[src/rtl/uart_pkg.sv]
// Shared UART definitions: line idle level, transmitter state encoding, frame length helper.
package uart_pkg;

  localparam logic UART_IDLE_LEVEL = 1'b1;

  // Legacy numeric encodings kept so existing waveform decoders still read the state register.
  localparam logic [0:0] ST_IDLE = 1'b0;
  localparam logic [0:0] ST_SEND = 1'b1;

  typedef enum logic [0:0] {
    IDLE = ST_IDLE,
    SEND = ST_SEND
  } uart_tx_state_t;

  function automatic int unsigned frame_bits(input int unsigned data_bits,
                                             input int unsigned parity,
                                             input int unsigned stop_bits);
    return 1 + data_bits + parity + stop_bits;
  endfunction

endpackage

[src/rtl/baud_counter.sv]
// Reloadable bit-period down-counter; tick marks the last clock of each period.
module baud_counter #(
  parameter int unsigned CLKS_PER_BIT = 868
) (
  input  logic clk,
  input  logic rst,
  input  logic reload,
  output logic tick
);

  localparam int unsigned CW = (CLKS_PER_BIT > 1) ? $clog2(CLKS_PER_BIT) : 1;
  localparam logic [CW-1:0] PERIOD_TOP = CW'(CLKS_PER_BIT - 1);

  logic [CW-1:0] cnt;

  always_ff @(posedge clk) begin
    if (rst) begin
      cnt <= '0;
    end else if (reload || cnt == '0) begin
      cnt <= PERIOD_TOP;
    end else begin
      cnt <= cnt - CW'(1);
    end
  end

  assign tick = (cnt == '0);

endmodule

[src/rtl/uart_tx_frame.sv]
// UART transmitter: start bit, LSB-first data, optional parity, 1-2 stop bits.
// Define UART_TX_PARITY_EN to insert a parity bit after the data MSB.
module uart_tx_frame
  import uart_pkg::*;
#(
  parameter int unsigned DATA_BITS    = 8,
  parameter int unsigned STOP_BITS    = 1,
  parameter int unsigned CLKS_PER_BIT = 868,
  parameter int unsigned PARITY_ODD   = 0
) (
  input  logic                 clk,
  input  logic                 rst,
  input  logic [DATA_BITS-1:0] data,
  input  logic                 valid,
  output logic                 ready,
  output logic                 busy,
  output logic                 uart_tx
);

`ifdef UART_TX_PARITY_EN
  localparam int unsigned PAR_BITS = 1;
`else
  localparam int unsigned PAR_BITS = 0;
`endif

  localparam int unsigned FRAME_BITS = frame_bits(DATA_BITS, PAR_BITS, STOP_BITS);
  localparam int unsigned BCW        = $clog2(FRAME_BITS);
  localparam logic [BCW-1:0] LAST_IDX = BCW'(FRAME_BITS - 1);

  if (DATA_BITS < 5 || DATA_BITS > 9 || (STOP_BITS != 1 && STOP_BITS != 2) ||
      CLKS_PER_BIT < 2 || PARITY_ODD > 1) begin : g_bad_cfg
    $error("uart_tx_frame: illegal parameter set");
  end

  uart_tx_state_t          state;
  logic [FRAME_BITS-1:0]   shreg;
  logic [FRAME_BITS-1:0]   frame_word;
  logic [BCW-1:0]          bit_cnt;
  logic                    tick;
  logic                    handshake;

`ifdef UART_TX_PARITY_EN
  assign frame_word = {{STOP_BITS{UART_IDLE_LEVEL}}, (^data) ^ PARITY_ODD[0], data, 1'b0};
`else
  assign frame_word = {{STOP_BITS{UART_IDLE_LEVEL}}, data, 1'b0};
`endif

  // Accepting in the last stop-bit cycle lets a waiting producer chain frames with no idle gap.
  assign ready     = (state == IDLE) || (state == SEND && tick && bit_cnt == '0);
  assign handshake = valid && ready;

  baud_counter #(
    .CLKS_PER_BIT(CLKS_PER_BIT)
  ) u_baud (
    .clk   (clk),
    .rst   (rst),
    .reload(handshake),
    .tick  (tick)
  );

  always_ff @(posedge clk) begin
    if (rst) begin
      state   <= IDLE;
      shreg   <= '1;
      bit_cnt <= '0;
    end else if (handshake) begin
      state   <= SEND;
      shreg   <= frame_word;
      bit_cnt <= LAST_IDX;
    end else if (state == SEND && tick) begin
      shreg <= {UART_IDLE_LEVEL, shreg[FRAME_BITS-1:1]};
      if (bit_cnt == '0) begin
        state <= IDLE;
      end else begin
        bit_cnt <= bit_cnt - BCW'(1);
      end
    end
  end

  assign uart_tx = shreg[0];
  assign busy    = (state == SEND);

endmodule
[config.mk]
export PLATFORM = sky130hd
export DESIGN_NAME = uart_tx_frame
export DESIGN_NICKNAME = d
export VERILOG_FILES = /design/src/rtl/uart_pkg.sv /design/src/rtl/baud_counter.sv /design/src/rtl/uart_tx_frame.sv
export SDC_FILE = /design/constraint.sdc
export NUM_CORES = 1
export LEC_CHECK = 0
export BUFFER_PORTS_ARGS = -buffer_cell sky130_fd_sc_hd__clkbuf_2
export CELL_PAD_IN_SITES_DETAIL_PLACEMENT = 0
export CELL_PAD_IN_SITES_GLOBAL_PLACEMENT = 1
export CORE_MARGIN = 10
export CORE_UTILIZATION = 46
export CTS_CLUSTER_DIAMETER = 150
export CTS_CLUSTER_SIZE = 10
export DETAILED_ROUTE_END_ITERATION = 10
export PLACE_DENSITY = 0.87
export SLEW_MARGIN = 15
export SYNTH_ARGS = -nofsm -noshare
export SYNTH_HDL_FRONTEND = slang
export SYNTH_SLANG_ARGS = --single-unit
[constraint.sdc]
create_clock -name clk -period 3 [get_ports clk]
set_input_delay 0 -clock clk [delete_from_list [all_inputs] [get_ports clk]]
set_output_delay 0 -clock clk [all_outputs]
set_load 0.005 [all_outputs]
---- After elaboration in Yosys (flattened, before gate mapping) ----
Index checks and enable logic that the tools add are counted.
word-level totals
  register bits after elaboration ......... 24
  input bits .............................. 11
  output and inout bits ................... 3
  logic and storage cells ................. 34
cells by class
  add/sub/neg operators ................... 2
  eq/ne operators ......................... 1
  muxes and demuxes ....................... 9
  bitwise operators ....................... 2
  reductions and logical operators ........ 14
operator list
  kind                                                 number
  2-to-1 mux 9 bit                                     2
  2-to-1 mux 4 bit                                     3
  zero test 10 bit                                     1
  2-to-1 mux 10 bit                                    1
  subtractor 10 x 1 -> 10 bit (second input constant)  1
  AND reduction 2 bit                                  3
  zero test 4 bit                                      1
  nonzero test 2 bit                                   2
  OR reduction 2 bit                                   2
  subtractor 4 x 1 -> 4 bit (second input constant)    1
  logical AND 1 bit                                    3
  2-to-1 mux 1 bit                                     3
  logical OR 1 bit                                     2
  != test 2 x 1 -> 1 bit (second input constant)       1
  inverter 1 bit                                       2

---- Longest topological paths before layout ----
  depth in word-level cells ............... 7
  gate-level depth with buffers ........... 7

---- Cells and area by module ----
Synthesis repeated with hierarchy kept, for this count alone.
unflattened totals
  cells, all modules ...................... 165
  area, all modules ....................... 1427.6 um^2
by module, submodules not included
  module         instances  cells each  area each (um^2)  sequential area each (um^2)
  uart_tx_frame  1          108         942.2             280.3
  baud_counter   1          57          485.5             200.2

---- Worst setup path before layout ----
No wires, ideal clock.
  kind .................................... flip-flop to flip-flop
  start ................................... register bit_cnt[0]
  end ..................................... register bit_cnt[3]
  library setup time ...................... 0.134 ns
  data arrival time ....................... 1.510 ns
  required time ........................... 2.866 ns
  setup slack ............................. 1.356 ns
  cell stages (with the launch flop) ...... 7
  period minus slack after synthesis ...... 1.644 ns
  cell sequence ........................... dfxtp_1 -> inv_1 -> ha_1 -> or3b_2 -> and2_2 -> a311oi_1 -> a311oi_1
between the ends
  longest elaborated chain between the ends .. 6
RTL lines
  what                                                               line                 source
  start, declared                                                    uart_tx_frame.sv:38  logic [BCW-1:0] bit_cnt;
  start signal, assigned                                             uart_tx_frame.sv:75  bit_cnt <= bit_cnt - BCW'(1);
  branches (longest 6 deep; another with subtractor 4 x 1 -> 4 bit)  --
Several ways; the timed one is not identified. The select of a mux whose other input is x is not followed.
A chain may end at the register's enable or synchronous reset.

---- Worst setup path in the final report ----
  start ................................... register u_baud.cnt[0]
  end ..................................... register shreg[1]
between the ends
  longest elaborated chain between the ends .. 6
RTL lines
  what                                                           line                                      source
  start, declared                                                baud_counter.sv:14                        logic [CW-1:0] cnt;
  start signal, assigned                                         baud_counter.sv:22                        cnt <= cnt - CW'(1);
  zero test 10 bit (*)                                           baud_counter.sv:26                        assign tick = (cnt == '0);
  logical AND 1 bit (*)                                          uart_tx_frame.sv:49, uart_tx_frame.sv:70
  logical AND 1 bit                                              uart_tx_frame.sv:49                       assign ready = (state == IDLE) || (state == SEND && tick && bit_cnt == '0);
  logical OR 1 bit                                               uart_tx_frame.sv:49
  logical AND 1 bit                                              uart_tx_frame.sv:50                       assign handshake = valid && ready;
  2-to-1 mux 9 bit / nonzero test 2 bit (equally long branches)  --
  end signal, assigned                                           uart_tx_frame.sv:68                       shreg <= frame_word;
  end signal, assigned                                           uart_tx_frame.sv:71                       shreg <= {UART_IDLE_LEVEL, shreg[FRAME_BITS-1:1]};
  end, declared                                                  uart_tx_frame.sv:36                       logic [FRAME_BITS-1:0] shreg;
Every way passes the cells marked *; elsewhere a longest branch is shown, timed or not.

==> flow_metrics.tcl <==
set metrics [dict create \
    hp-class "input port to flop" \
    worstRegToRegCells 7 \
    grt_pass1_vias 976 \
    p_leak_nw 0.549 \
    maxSlewViolCount 0 \
    tightest_slew_ns 0.648 \
    grt_pass1_wl_mm 4.33 \
    placed_area_um2 1260 \
    max-clock-path-buffers 2 \
    synth_edf_count 0 \
    cts_tree "done" \
    slowest_delay_ns 0.36 \
    die-area_um2 5020 \
    syn_inst 126 \
    criticalPathCategory "flop to flop" \
    synth_common_cells "dfxtp_1 (24), nor2_1 (11), mux2i_1 (9), nor3_1 (9), a21oi_1 (8)" \
    rsz0062_at_grt "no" \
    fmax_mhz 524 \
    synth_area_um2 1190 \
    irDropWorstVdd_uv 309 \
    crit_path_start_kind "flop" \
    fin_setup_tns_ns 0 \
    synth_top_area_share 0.404 \
    antenna_left 0 \
    synthTopCellsByArea "dfxtp_1 (40%), mux2i_1 (7.6%), a22oi_1 (4.4%)" \
    crit_slowest_cell "dfxtp_1" \
    die_w_um 70.9 \
    grt-ovfl-total 0 \
    ys.flop_type "dfxtp_1" \
    diodes 0 \
    path_max_fanout 12 \
    fin_crit_sh 0.636 \
    crit_required_ns 3.18 \
    cts_buffers 3 \
    clk_latency_ns 0.32 \
    synth_cell_types 38 \
    antenna_found_initial 0 \
    slew_headroom 0.564 \
    drc 0 \
    yosys.cell_count.top_type "dfxtp_1" \
    setup.worst_path.end "shreg[1]" \
    ys_seq_area_frac 0.404 \
    skew_ns 0.0159 \
    fin_area_um2 1360 \
    routed_via_density 5.45 \
    pin_count 14 \
    wirelength_mm 2.43 \
    num-fill-cells 223 \
    maxCapViolCount 0 \
    clock-sinks 24 \
    cts.clk_slew.worst_paths_ns 0.14 \
    startpoint "u_baud.cnt[0]" \
    power_mw 0.821 \
    finalNetCount 158 \
    clock-root-buffer "clkbuf_4" \
    run_status "complete, no violations" \
    vias 943 \
    drt-initial-drc-count 81 \
    syn_nets 140 \
    drt_pass1_iterations 4 \
    core_um2 2480 \
    grt_use_total 0.102 \
    r2r-start "u_baud.cnt[0]" \
    syn2layout_area_growth_pct 14.2 \
    endpoint_kind "flop" \
    finalSetupViolations 0 \
    start_util 0.480 \
    h-tree-depth 1 \
    place_congestion 0.836 \
    hold_violations 0 \
    synth.avg_cell_area_um2 9.44 \
    seq_area_um2 480 \
    wl_per_cell_um 14.0 \
    reg2reg_slack_ns 1.09 \
    multi_input_area_um2 647 \
    dp_hpwl_mm 1.75 \
    crit_chain "inv_1 > ha_1 > nor4b_4 > a41oi_1 > buf_4 > nor2_1 > a22oi_1" \
    num_rows 18 \
    synthArstFlopShare 0 \
    cts_resized 0 \
    io_buffers 13 \
    rr_endpoint "shreg[1]" \
    grt_max_degree 26 \
    die_h_um 70.9 \
    p_per_area_nw_per_um2 605 \
    crit_arrival_ns 2.09 \
    synth_seq_cells 24 \
    ys_warn_count 0 \
    synth_area_leader_cell "dfxtp_1" \
    layout-drive-gt1-share 0.175 \
    min_period_ns 1.91 \
]
[layer usage]
layer	routed length, µm	track usage	up-vias	part of all wire
met2	1230	0.175	17	0.51
li1	-	-	491	-
met3	69	0.0181	2	0.028
met4	25	0.0516	0	0.010
met1	1100	0.118	433	0.45
met5	0	0	-	0
[worst min-delay path by stage]
stage	start	to	slack [ns]	depth (start not counted)
finish	data[2]	shreg[3]	0.01	3
global route	data[0]	shreg[1]	0.02	3
CTS	data[2]	shreg[3]	0.004	3
detailed placement	valid	busy	0.27	3
global placement	data[7]	shreg[8]	0.28	3
floorplan	valid	busy	0.13	2
[state kept, by name, summed over array words and instances, names as in the netlist]
register and count:
shreg 9, busy 1, u_baud.cnt 10, bit_cnt 4
[area by class of cell]
class / instances / area share
clock buffers: 3 / 0.0166
clock inverters: 1 / 0.0221
inverters: 5 / 0.0138
multi-input cells: 91 / 0.476
flip-flops and latches: 24 / 0.354
well taps: 30 / 0.0276
repair buffers: 19 / 0.0902
[cells in the final DEF (no fill, tap or decap), drive strengths merged, types with 2 or more instances in the layout]
master / count
or3b: 2
inv: 5
dlygate4sd3: 5
clkbuf: 16
nor3b: 3
xor2: 3
nor2: 11
a311oi: 2
nor4: 2
and2: 2
mux2i: 9
and3: 2
dfxtp: 24
or3: 2
a21oi: 8
xnor2: 4
nand2: 3
nor2b: 3
nand3: 2
ha: 3
nor3: 10
a22oi: 7
nand2b: 3
[repair_timing]
| action | CTS | global route |
|---|---|---|
| setup endpoints to repair | 0 | 0 |
| endpoints found under the hold margin | 5 | 0 |
| buffers inserted | 0 | 0 |
| hold buffers | 5 | 0 |
[per-stage QoR]
| stage | setup WS (ns) | util | instances | hold WS (ns) |
|---|---|---|---|---|
| 6_report | 1.09 | 0.548 | 173 | 0.0141 |
| 5_1_grt | 0.817 | 0.548 | 173 | 0.0153 |
| 4_1_cts | 1.05 | 0.548 | 173 | 0.00446 |
| 3_5_place_dp | 1.10 | 0.507 | 164 | 0.275 |
| 3_3_place_gp | 1.14 | 0.507 | 164 | 0.280 |
| 2_1_floorplan | 1.36 | - | 126 | 0.129 |
[power by group]
group	internal, mW	switching [mW]	total [mW]
Combinational	0.0970	0.101	0.198
Clock	0.135	0.0958	0.231
Sequential	0.353	0.0396	0.393
Total	0.585	0.236	0.821
[worst max-delay path: cells and delay by family (launching register included)]
family,cells,cell delay (ns)
adder cells (fa/ha/maj),1,0.15
buffers and inverters,2,0.29
flip-flops,1,0.36
AND/OR/NAND/NOR,2,0.65
AO/OA/AOI/OAI,2,0.32
[cells by family after synthesis]
family	synth area share
simple gates	0.238
compound gates	0.147
flops	0.404
buf+inv	0.0526
mux	0.0757
xor+xnor	0.0515
fa+ha+maj	0.0315
No activity file was read; power rests on OpenSTA's default activity.
